<file path="config.mk">
export PLATFORM = sky130hd
export DESIGN_NAME = f_ifu
export DESIGN_NICKNAME = d
export VERILOG_FILES = /design/src/rtl/f_ifu_pkg.sv /design/src/rtl/f_npc.sv /design/src/rtl/f_ifu.sv
export SDC_FILE = /design/constraint.sdc
export NUM_CORES = 1
export LEC_CHECK = 0
export ABC_AREA = 1
export ABC_CLOCK_PERIOD_IN_PS = 2600
export CORE_ASPECT_RATIO = 1.1
export CORE_MARGIN = 2
export CORE_UTILIZATION = 43
export DETAILED_ROUTE_END_ITERATION = 10
export GPL_TIMING_DRIVEN = 0
export HOLD_SLACK_MARGIN = 0.08
export PLACE_DENSITY = 0.91
export SETUP_SLACK_MARGIN = 0.02
export SYNTH_ARGS = -nofsm -noshare
export SYNTH_HDL_FRONTEND = slang
export SYNTH_SLANG_ARGS = --single-unit
</file>
<file path="constraint.sdc">
create_clock -name clk -period 2.6 [get_ports clk]
set_input_delay 0.52 -clock clk [delete_from_list [all_inputs] [get_ports clk]]
set_output_delay 0.52 -clock clk [all_outputs]
set_load 0.05 [all_outputs]
</file>
<file path="src/rtl/f_ifu_pkg.sv">
// Shared constants and types for the fetch unit: exception vector, exception
// codes, boolean literals and the next-PC source select.
package f_ifu_pkg;

  localparam int unsigned XLEN  = 32;
  localparam int unsigned EXC_W = 5;

  localparam logic [XLEN-1:0]  EXCPC = 32'h0000_4180;
  localparam logic [EXC_W-1:0] EXCNO = 5'd0;
  localparam logic [EXC_W-1:0] ADEL  = 5'd4;
  localparam logic             TRUE  = 1'b1;
  localparam logic             FALSE = 1'b0;

  typedef enum logic [2:0] {
    NPC_EXC,
    NPC_EPC,
    NPC_HOLD,
    NPC_JUMP,
    NPC_SEQ
  } npc_sel_e;

endpackage

</file>
<file path="src/rtl/f_npc.sv">
// Combinational next-PC priority mux: exception, ERET, stall, D-stage jump,
// then sequential PC+4.
module f_npc
  import f_ifu_pkg::*;
(
  input  logic [XLEN-1:0] pc_i,
  input  logic            req_i,
  input  logic            eret_i,
  input  logic            block_i,
  input  logic            jump_i,
  input  logic [XLEN-1:0] target_i,
  input  logic [XLEN-1:0] epc_i,
  output logic [XLEN-1:0] npc_o
);

  npc_sel_e sel;

  // An ERET waiting behind a stall only takes effect once the stall clears.
  always_comb begin
    sel = NPC_SEQ;
    if (req_i == TRUE) begin
      sel = NPC_EXC;
    end else if ((eret_i == TRUE) && (block_i == FALSE)) begin
      sel = NPC_EPC;
    end else if (block_i == TRUE) begin
      sel = NPC_HOLD;
    end else if (jump_i == TRUE) begin
      sel = NPC_JUMP;
    end
  end

  always_comb begin
    npc_o = pc_i + XLEN'(4);
    case (sel)
      NPC_EXC:  npc_o = EXCPC;
      NPC_EPC:  npc_o = epc_i;
      NPC_HOLD: npc_o = pc_i;
      NPC_JUMP: npc_o = target_i;
      default:  npc_o = pc_i + XLEN'(4);
    endcase
  end

endmodule

</file>
<file path="src/rtl/f_ifu.sv">
// Instruction fetch unit: PC register, fetch counter and fetch address-error
// check; the next-PC selection lives in f_npc.
module f_ifu
  import f_ifu_pkg::*;
#(
  parameter logic [31:0] RESET_PC = 32'h0000_3000,
  parameter logic [31:0] PC_LO    = 32'h0000_3000,
  parameter logic [31:0] PC_HI    = 32'h0000_6FFC
) (
  input  logic             clk,
  input  logic             reset,
  input  logic             block,
  input  logic             Req,
  input  logic             D_eret,
  input  logic [XLEN-1:0]  EPC,
  input  logic             D_jump,
  input  logic [XLEN-1:0]  D_target,
  input  logic             D_isCtrl,
  output logic [XLEN-1:0]  i_inst_addr,
  input  logic [XLEN-1:0]  i_inst_rdata,
  output logic [XLEN-1:0]  F_inStr,
  output logic [XLEN-1:0]  F_pc,
  output logic [EXC_W-1:0] F_ExcCode,
  output logic             F_isBD,
  output logic [XLEN-1:0]  fetch_cnt
);

  logic [XLEN-1:0] pc_q, pc_d;
  logic [XLEN-1:0] cnt_q, cnt_d;
  logic            adel;

  f_npc u_npc (
    .pc_i     (pc_q),
    .req_i    (Req),
    .eret_i   (D_eret),
    .block_i  (block),
    .jump_i   (D_jump),
    .target_i (D_target),
    .epc_i    (EPC),
    .npc_o    (pc_d)
  );

  // A fetch is accepted on any unstalled edge that is not an exception redirect.
  always_comb begin
    cnt_d = cnt_q;
    if ((Req == FALSE) && (block == FALSE)) begin
      cnt_d = cnt_q + XLEN'(1);
    end
  end

  always_ff @(posedge clk or posedge reset) begin
    if (reset) begin
      pc_q  <= RESET_PC;
      cnt_q <= '0;
    end else begin
      pc_q  <= pc_d;
      cnt_q <= cnt_d;
    end
  end

  assign adel = (pc_q[1:0] != 2'b00) || (pc_q < PC_LO) || (pc_q > PC_HI);

  assign i_inst_addr = pc_q;
  assign F_pc        = pc_q;
  assign F_ExcCode   = adel ? ADEL : EXCNO;
  assign F_inStr     = adel ? '0 : i_inst_rdata;
  assign F_isBD      = D_isCtrl;
  assign fetch_cnt   = cnt_q;

endmodule

</file>
## After elaboration in Yosys (flattened, before gate mapping)

Index checks and enable logic that the tools add are counted.
Widths: inputs -> output; s select.

- Add/subtract/negate cells: 2
- Order comparisons: 2
- Equal/unequal tests: 3
- Multiplexer cells: 7
- Bitwise logic cells: 2
- Reduce and logical (&&, ||, !) cells: 6

Operator list:

| kind | number |
|---|---|
| $pmux 32 s4 | 1 |
| $add 32x1->32 const B | 1 |
| $add 32x3->32 const B | 1 |
| $gt 32x15->1 const B | 1 |
| $lt 32x14->1 const B | 1 |
| $mux 32 | 1 |
| $mux 3 | 5 |
| $eq 3x2->1 const B | 2 |
| $eq 3x1->1 const B | 1 |
| $logic_not 3->1 | 1 |
| $logic_and 1x1->1 | 2 |
| $logic_or 1x1->1 | 2 |
| $not 1->1 | 2 |
| $reduce_bool 2->1 | 1 |

- Register bits: 64
- Input bits: 103
- Output and inout bits: 134
- Word-level logic and storage cells: 24

## Depth between registers and ports, before layout

- Depth in word-level cells: 6
- Mapped depth: 10
- Gate-level depth less buffers: 10

## By module

From an unflattened synthesis, not the netlist that was laid out.

- Cells, all modules: 735
- Area, all modules: 4804.6 um^2

By module, submodules not included:

| module | times used | cells each | area each (um^2) | seq. area each (um^2) |
|---|---|---|---|---|
| f_ifu | 1 | 357 | 3109.2 | 1604.0 |
| f_npc | 1 | 378 | 1695.4 | 0.0 |

## Worst setup path before layout

OpenSTA, ideal clock, no wires.

- Kind: register to output
- Start point: register pc_q[12] (netlist: F_pc[12])
- End point: output port F_inStr[0]
- Data arrival time: 2033 ps
- Required time: 2080 ps
- Setup slack: 47 ps
- Stages on the path, launching flop included: 7
- Buffers on the path: 1
- Cell sequence: dfstp_2 nand2_1 inv_1 o221ai_1 or2_1 buf_6 nor2_1

- Word-level cells in the longest chain between the ends: 4
- Elaborated cells between the ends (all ways): 5
- Classes of those cells: order compare (2); mux (1); reduce/logical (2)

RTL lines:

| element | RTL line | text |
|---|---|---|
| from (decl) | f_ifu.sv:28 | `logic [XLEN-1:0] pc_q, pc_d;` |
| from (signal assigned) | f_ifu.sv:56 | `pc_q <= pc_d;` |
| $lt 32x14->1 | f_ifu.sv:61 | `assign adel = (pc_q[1:0] != 2'b00) \|\| (pc_q < PC_LO) \|\| (pc_q > PC_HI);` |
| $logic_or 1x1->1 | f_ifu.sv:61 |  |
| $logic_or 1x1->1 (*) | f_ifu.sv:61 |  |
| $mux 32 (*) | f_ifu.sv:66 | `assign F_inStr = adel ? '0 : i_inst_rdata;` |
| to (decl) | f_ifu.sv:21 | `output logic [XLEN-1:0] F_inStr,` |

Every way passes the cells marked *; elsewhere a longest branch is shown, timed or not.

## Worst setup path in the final report

- Start point: register pc_q[31] (netlist: F_pc[31])
- End point: output port F_inStr[30]

- Word-level cells in the longest chain between the ends: 4
- Elaborated cells between the ends (all ways): 5
- Classes of those cells: order compare (2); mux (1); reduce/logical (2)

RTL lines:

| element | RTL line | text |
|---|---|---|
| $lt 32x14->1 | f_ifu.sv:61 |  |
| $logic_or 1x1->1 | f_ifu.sv:61 |  |
| $logic_or 1x1->1 (*) | f_ifu.sv:61 |  |
| via adel | f_ifu.sv:30 | `logic adel;` |
| $mux 32 (*) | f_ifu.sv:66 |  |

The timed path passes the listed nets; every way through them passes the cells marked *.

==> summary.md <==
| Metric | Value |
|---|---|
| Synth cell types | `39` |
| FF-to-FF path depth | `10` |
| Max IR drop VDD | `0.495 mV` |
| Synthesized cell area | `5210 um2` |
| Critical path fanouts, max | `10` |
| Cell Pwr Density | `516 nW/um2` |
| Outcome | `finished clean` |
| Crit path DAT | `2.04 ns` |
| Reg clk slew, reported paths | `0.06 ns` |
| Root Buffer | `clkbuf_16` |
| Slew HR | `0.578` |
| Slew @ Worst Pin | `0.633 ns` |
| Minimum clock period | `2.56 ns` |
| DRC | `0` |
| Sw Ratio | `0.403` |
| Ant diodes | `0` |
| Final worst slack | `0.0377 ns` |
| Largest net degree at the start of global routing | `42` |
| Nets | `1163` |
| I/O pins | `237` |
| Total core area | `11900 um2` |
| MaxCap Viol Count | `0` |
| Sw power | `1.72 mW` |
| Synth top area share | `0.298` |
| Detail Placement HPWL | `13.6 mm` |
| Area leader, netlist | `dfrtp_1` |
| Post-DR vias/cell | `4.95` |
| Worst endpoint required time | `2.08 ns` |
| Max Buffers Root-to-Sink | `2` |
| P_int | `2.55 mW` |
| Comb power frac | `0.411` |
| Antenna violations before repair | `0` |
| WHS | `0.510 ns` |
| Hold buffers post-CTS | `0` |
| Final std cell area, no fill | `8280 um2` |
| Layout cells sized above 1 | `0.197` |
| CTS tree | `built` |
| Starting Density | `0.436` |
| Port bufs | `231` |
| Clock latency on the worst-skew pair | `0.33 ns` |
| Clock sink total | `64` |
| Post-Route WL | `18.0 mm` |
| Die width | `109 um` |
| Initial DRC Count | `376` |
| Synthesized flop and latch total | `64` |
| Max Slew Vio Count | `0` |
| Die height | `119 um` |
| RSZ-0062 raised after global routing | `yes` |
| Final Cycle Share | `0.985` |
| GP Congestion | `0.973` |
| First-pass GRT wire length | `28.0 mm` |
| Cells after Synth | `795` |
| Top cells by area, synth | `dfrtp_1, nand2_1, nor2_1, inv_1, buf_4` |
| Total vias in the final route | `6027` |
| Fin. Hold Viols | `0` |
| Pleak | `3.79 nW` |
| Tightest Hold Check Type | `register to register` |
| EDFF count, synth | `0` |
| Non-Filler Instances | `1217` |
| Area growth, synth to finish | `59.0%` |
| Htree depth | `3` |
| Antenna-violating nets left | `0` |
| Worst Clk Skew | `0.00395 ns` |
| Area of the die | `13000 um2` |
| Wire length per cell | `14.8 um` |
| Gr usage total | `0.273` |
| Most common cell in the netlist | `nand2_1` |
| First-pass DRT Iterations | `6` |
| CP endpoint kind | `primary output` |
| DP Area | `7740 um2` |
| Ys flop type | `dfrtp_1` |
| Power share of the clock group | `0.289` |
| # rows | `42` |
| Max Clk Rate | `390 MHz` |
| Sequential share of power | `0.300` |
| WS Path Type | `register to primary output` |
| Synth cell count leaders | `nand2_1, nor2_1, inv_1` |
| Dpl cells | `1184` |
| Setup violators final | `0` |
| Part of the Yosys area used for sequential elements | `0.308` |
| Yosys warns | `0` |
| Post-synth ARST share | `1.00` |
| Avg Inst Size Synth | `6.55 um2` |
| Pre-CTS WS | `-0.327 ns` |
| Vias in the first global route | `5750` |
| CTS Buf Count | `9` |
| Critical Path Start Type | `register` |
| Hold Path Depth | `1` |
| Design Power | `4.27 mW` |
| GRT overflow | `0` |
-- state kept, by name, summed over array words and instances, names as in the netlist --
name,flops
fetch_cnt,32
F_pc,32
-- cell families after synthesis --
family / count (synthesis) / share of synthesized area
other: 1 / 0.000720
adder cells (fa/ha/maj): 2 / 0.00481
flip-flops: 64 / 0.308
XOR/XNOR: 25 / 0.0421
AND/OR/NAND/NOR: 487 / 0.424
AO/OA/AOI/OAI: 61 / 0.0642
buffers and inverters: 155 / 0.156
-- placed cells by master (no fill, tap or decap), types with 2 or more instances in the layout --
cell             synthesis  layout
a21oi_1                 21      21
a22oi_1                  5       5
buf_12                   1       2
buf_2                    8      11
buf_4                   40      57
buf_6                    4      31
buf_8                    2       5
clkbuf_1                 2       3
clkbuf_16                0       9
clkdlybuf4s50_1          0     198
clkinv_4                 0       2
clkinvlp_4               0       3
conb_1                   1       4
dfrtp_1                 62      47
dfrtp_2                  0      15
dfstp_2                  2       2
ha_1                     2       2
inv_1                   91      87
inv_2                    6      10
nand2_1                254     253
nand2_2                  8       9
nand3_1                 42      42
nand3b_1                 6       6
nand4_1                  7       7
nor2_1                 102     102
nor2_2                  25      18
nor2_4                  18      25
nor3_1                  16      15
nor3_2                   1       2
nor4_1                   3       2
o211ai_1                 2       2
o21ai_0                 29      29
xnor2_1                 11      11
xor2_1                  14      14
-- metal layers --
| metal | vias up | GRT usage | wire length (um) |
|---|---|---|---|
| li1 | 2946 | - | - |
| met4 | 0 | 0.101 | 380 |
| met3 | 43 | 0.0454 | 1470 |
| met2 | 306 | 0.471 | 9270 |
| met5 | - | 0 | 0 |
| met1 | 2732 | 0.336 | 6840 |
-- through the flow --
step / TNS, ns / util
finish: 0 / 0.694
global route: -0.279 / 0.694
floorplan: 0 / -
global placement: -50.71 / 0.647
detailed placement: -8.36 / 0.649
CTS: 0 / 0.675
-- critical path, stage by stage, from the launching register on --
cell,delay (ns)
dfrtp_1,0.46
nor3_2,0.26
o221ai_2,0.12
or2_1,0.27
buf_6,0.15
buf_12,0.16
nor2_4,0.12
buf_6,0.17
-- what timing repair did --
action	CTS	global route
resized for setup	207	50
setup buffers	7	10
pin swaps	1	2
setup endpoints to repair	33	33
-- final timing paths --
| path | startpoint | to | slack, ns |
|---|---|---|---|
| max in group asynchronous | reset | F_pc[13] | 1.36 |
| min | fetch_cnt[20] | fetch_cnt[20] | 0.51 |
| min reg2reg | fetch_cnt[20] | fetch_cnt[20] | 0.51 |
| max | F_pc[31] | F_inStr[30] | 0.04 |
| min in group asynchronous | reset | fetch_cnt[14] | 0.56 |
| max reg2reg | F_pc[2] | F_pc[12] | 0.76 |
-- power groups by stage --
stage / Clock, mW / Combinational (mW) / Sequential, mW
CTS: 1.24 / 1.71 / 1.28
global placement: 0 / 1.64 / 1.31
detailed placement: 0 / 1.67 / 1.31
global route: 1.29 / 1.85 / 1.30
floorplan: 0 / 0.685 / 1.64
finish: 1.23 / 1.76 / 1.28
-- area by class of cell --
| class | instances | area, um2 |
|---|---|---|
| fillers | 980 | 3650 |
| plain buffers | 58 | 447 |
| well taps | 154 | 193 |
| repair buffers | 249 | 2490 |
| flip-flops and latches | 64 | 1620 |
| clock buffers | 10 | 229 |
| clock inverters | 6 | 70.1 |
| inverters | 97 | 364 |
| multi-input cells | 579 | 2860 |
No activity file was read; power rests on OpenSTA's default activity.
